--- src/rtl/fetch_unit.sv ---
// Instruction-fetch stage: PC register, imem address, IF/ID pipeline register and debug counters.
// Optional FETCH_DELAY_SLOT_EN: on a redirect the IF instruction becomes the delay slot instead of a bubble.
module fetch_unit #(
  parameter logic [31:0] RESET_PC = 32'h0040_0000,
  parameter logic [31:0] NOP_INST = 32'h0000_0000
) (
  input  logic        clk,
  input  logic        rst,
  input  logic        if_stop,
  input  logic        id_branch,
  input  logic [31:0] id_branch_target,
  input  logic [31:0] imem_rdata,
  output logic [31:0] imem_addr,
  output logic [31:0] if_pc,
  output logic [31:0] if_inst,
  output logic [31:0] id_pc,
  output logic [31:0] id_inst,
  output logic        id_valid,
  output logic [15:0] stall_cnt,
  output logic [15:0] flush_cnt
);

  logic [31:0] r_pc;
  logic [31:0] r_id_pc;
  logic [31:0] r_id_inst;
  logic        r_id_valid;
  logic [15:0] r_stall_cnt;
  logic [15:0] r_flush_cnt;

  logic        w_redirect;
  logic        w_stall;
  logic [31:0] w_target;

  // Redirect outranks stall, so a stall request is dropped in a redirect cycle.
  assign w_redirect = id_branch;
  assign w_stall    = if_stop & ~id_branch;
  assign w_target   = {id_branch_target[31:2], 2'b00};

  always_ff @(posedge clk) begin
    if (rst) begin
      r_pc        <= RESET_PC;
      r_id_pc     <= 32'h0;
      r_id_inst   <= NOP_INST;
      r_id_valid  <= 1'b0;
      r_stall_cnt <= 16'h0;
      r_flush_cnt <= 16'h0;
    end else if (w_redirect) begin
      r_pc <= w_target;
`ifdef FETCH_DELAY_SLOT_EN
      r_id_pc    <= r_pc;
      r_id_inst  <= imem_rdata;
      r_id_valid <= 1'b1;
`else
      r_id_pc    <= 32'h0;
      r_id_inst  <= NOP_INST;
      r_id_valid <= 1'b0;
`endif
      if (r_flush_cnt != 16'hFFFF) r_flush_cnt <= r_flush_cnt + 16'd1;
    end else if (w_stall) begin
      r_id_pc    <= 32'h0;
      r_id_inst  <= NOP_INST;
      r_id_valid <= 1'b0;
      if (r_stall_cnt != 16'hFFFF) r_stall_cnt <= r_stall_cnt + 16'd1;
    end else begin
      r_pc       <= r_pc + 32'd4;
      r_id_pc    <= r_pc;
      r_id_inst  <= imem_rdata;
      r_id_valid <= 1'b1;
    end
  end

  assign imem_addr = r_pc;
  assign if_pc     = r_pc;
  assign if_inst   = imem_rdata;
  assign id_pc     = r_id_pc;
  assign id_inst   = r_id_inst;
  assign id_valid  = r_id_valid;
  assign stall_cnt = r_stall_cnt;
  assign flush_cnt = r_flush_cnt;

endmodule

--- config.mk ---
export PLATFORM = sky130hd
export DESIGN_NAME = fetch_unit
export DESIGN_NICKNAME = d
export VERILOG_FILES = /design/src/rtl/fetch_unit.sv
export SDC_FILE = /design/constraint.sdc
export NUM_CORES = 1
export LEC_CHECK = 0
export ABC_AREA = 1
export BUFFER_PORTS_ARGS = -buffer_cell sky130_fd_sc_hd__buf_2
export CAP_MARGIN = 20
export CORE_ASPECT_RATIO = 1.4
export CORE_MARGIN = 2
export CORE_UTILIZATION = 30
export CTS_CLUSTER_SIZE = 24
export DETAILED_ROUTE_END_ITERATION = 6
export PLACE_DENSITY = 0.54
export SLEW_MARGIN = 15
export SYNTH_ARGS = -nofsm -noshare
export SYNTH_HDL_FRONTEND = slang
export SYNTH_SLANG_ARGS = --single-unit
--- constraint.sdc ---
create_clock -name clk -period 2.13 [get_ports clk]
set_clock_uncertainty 0.15 [all_clocks]
set_input_delay 0.3195 -clock clk [delete_from_list [all_inputs] [get_ports clk]]
set_output_delay 0.3195 -clock clk [all_outputs]
set_load 0.01 [all_outputs]
==> results_dict.tcl <==
set metrics [dict create \
    finalWirelength_um 19900 \
    syn_avg_cell_area_um2 6.99 \
    synth-compound-area-share_pct 8.65 \
    ant_nets 0 \
    numCtsBuffers 17 \
    rsz0062_at_grt "no" \
    drt-initial-drc-count 263 \
    max_freq_mhz 533 \
    cts_tree "done" \
    setup_ws_ps 253 \
    worstMarginPinSlew_ps 574 \
    required_ps 2330 \
    syn_area_um2 6220 \
    grt_overflow 0 \
    powerDensity_nw_per_um2 731 \
    worst_setup_path_start_kind "register" \
    slew_headroom_pct 61.7 \
    hp-class "in -> reg" \
    synth-xor-area-share_pct 4.22 \
    yosys.area_share.simple_pct 28.5 \
    slowest_delay_ps 400 \
    final_common_cell "buf_2" \
    hpwl_um 14900 \
    coreArea_um2 20400 \
    die_w_um 126 \
    num_vias 6099 \
    htreeDepth 4 \
    slew_violations 0 \
    fp-row-count 62 \
    synth_mux_area_share_pct 0 \
    setup_viol 0 \
    syn_inst 890 \
    max_cap_violations 0 \
    clock_sinks 125 \
    finalCritPeriodShare_pct 88.1 \
    antenna_found_initial 5 \
    chipHeight_um 174 \
    io_pins 261 \
    hold_violations 0 \
    power_mw 6.07 \
    crit_type "reg -> reg" \
    ys_types 33 \
    clk_transition_reported_paths_ps 60 \
    vias_per_cell 4.34 \
    critPathCaptureType "register" \
    critical_path.slowest_cell "dfxtp_1" \
    peakVddDrop_mv 0.452 \
    clock-root-buffer "clkbuf_16" \
    die-area_um2 21900 \
    yosysSeqAreaShare_pct 40.2 \
    cts_setup_buffers 0 \
    grt_pass1_vias 5970 \
    drive_gt1_share_pct 29.9 \
    critPathArrivalTime_ps 2070 \
    drc 0 \
    fin_tns_setup_ps 0 \
    layout_common_cells "252 x buf_2, 218 x nand2_1, 142 x nor2_1" \
    cts.path.max_buffers 2 \
    grt_pass1_wl_um 30800 \
    synthAdderAreaFrac_pct 0.604 \
    ys_seq_elements 125 \
    track_usage_pct 18.0 \
    path_cells "ha_1, nand2_4, nor2_8, nand4_4, o21ai_4, nand2_1, a21oi_2" \
    fin_crit_ps 1880 \
    clk_latency_ps 410 \
    area_growth_syn_to_layout_pct 33.5 \
    dr.pass1.iters 4 \
    port-buffer-count 252 \
    ys_warn_count 0 \
    synth_top_family_by_area "simple AND/OR/NAND/NOR gates" \
    status "finished clean" \
    leakagePower_nw 4.09 \
    initial_core_util_pct 30.5 \
    grt_max_degree 29 \
    wl_per_cell_um 14.2 \
    nets 1203 \
    crit_fanout 14 \
    dp_slack_ps 212 \
    gp_congestion 0.905 \
]
==> worst max-delay path, delay by kind of cell (launching register included) <==
| family | cells | cell delay (ps) |
|---|---|---|
| flip-flops | 1 | 400 |
| adder cells (fa/ha/maj) | 1 | 260 |
| AND/OR/NAND/NOR | 4 | 450 |
| AO/OA/AOI/OAI | 2 | 550 |
==> report_power, final <==
part | internal, mW | switching [mW] | total [mW]
combinational | 0.266 | 0.366 | 0.632
sequential | 2.41 | 0.0673 | 2.47
clock | 1.82 | 1.14 | 2.96
total | 4.50 | 1.57 | 6.07
==> synth_stat cells <==
| cell | count | share of area, % |
|---|---|---|
| o211ai_1 | 1 | 0.12 |
| nand4_4 | 1 | 0.34 |
| buf_2 | 9 | 0.72 |
| clkbuf_1 | 9 | 0.54 |
| a21oi_1 | 41 | 3.3 |
| nand3_1 | 38 | 3.1 |
| conb_1 | 1 | 0.060 |
| o21ai_1 | 20 | 1.6 |
| nand2_4 | 1 | 0.18 |
| a221oi_1 | 1 | 0.14 |
| nor3_1 | 6 | 0.48 |
| inv_1 | 110 | 6.6 |
| o21ai_0 | 16 | 1.3 |
| nor2_2 | 4 | 0.40 |
| buf_4 | 69 | 8.3 |
| a21oi_2 | 10 | 1.4 |
| nand4_1 | 7 | 0.70 |
| xnor2_1 | 6 | 0.84 |
| nor3_4 | 1 | 0.26 |
| nor2_8 | 2 | 0.64 |
| nor2_4 | 3 | 0.54 |
| clkinv_1 | 1 | 0.060 |
| ha_1 | 3 | 0.60 |
| xor2_1 | 24 | 3.4 |
| nand2_1 | 218 | 13 |
| inv_2 | 8 | 0.48 |
| dfxtp_1 | 125 | 40 |
| a31oi_1 | 4 | 0.40 |
| a21o_1 | 1 | 0.12 |
| buf_6 | 5 | 0.91 |
| nand2_2 | 2 | 0.20 |
| o21ai_4 | 1 | 0.26 |
| nor2_1 | 142 | 8.6 |
==> timing repair <==
item / CTS / global route
setup endpoints to repair: 0 / 5
gates resized for setup: 0 / 1
hold endpoints to repair: 34 / 0
hold buffers: 34 / 0
==> cells by family after synthesis <==
| kind of cell | after synthesis |
|---|---|
| AND/OR/NAND/NOR | 425 |
| buffers and inverters | 211 |
| flip-flops | 125 |
| AO/OA/AOI/OAI | 95 |
| XOR/XNOR | 30 |
| adder cells (fa/ha/maj) | 3 |
| other | 1 |
==> stage by stage <==
stage / utilization, % / hold WS (ps) / instance area (µm²) / std cells
after global routing: 40.6 / 10.5 / 8290 / 1401
after floorplan: - / 282 / 6240 / 895
after detailed placement: 36.0 / 339 / 7350 / 1335
after CTS: 40.6 / 3.23 / 8290 / 1401
final: 40.7 / 21.9 / 8300 / 1405
after global placement: 36.0 / 331 / 7350 / 1335
==> area by class of cell <==
type                            instances  area, µm²
Antenna cell                            4       10.0
Clock inverter                         12        135
Multi-Input combinational cell        559       2640
Tap cell                              256        320
Inverter                              119        447
Timing Repair Buffer                  310       1780
Clock buffer                           20        467
Sequential cell                       125       2500
Fill cell                            2209      12100
==> final timing paths <==
path                         to  cells after the start            startpoint  slack (ps)
setup reg to reg   stall_cnt[4]                      7          stall_cnt[1]         250
hold reg to reg   stall_cnt[15]                      2         stall_cnt[15]         350
setup / recovery   stall_cnt[4]                      7          stall_cnt[1]         250
hold / removal        if_pc[10]                      3  id_branch_target[10]          20
==> flip-flops by register name (all words and copies together) (netlist names) <==
register and cells:
id_valid 1, flush_cnt 16, id_inst 32, id_pc 30, if_pc 30, stall_cnt 16
==> layer usage <==
metal  up-vias  part of all wire, %  global-route usage [%]
met2       145                   53                    33.3
met4         2                  1.6                    5.97
met5         -                0.065                       0
met1      2770                   40                    19.5
li1       3154                    -                       -
met3        28                  5.6                    4.99
Note: power is estimated with default switching activity, not from simulation.
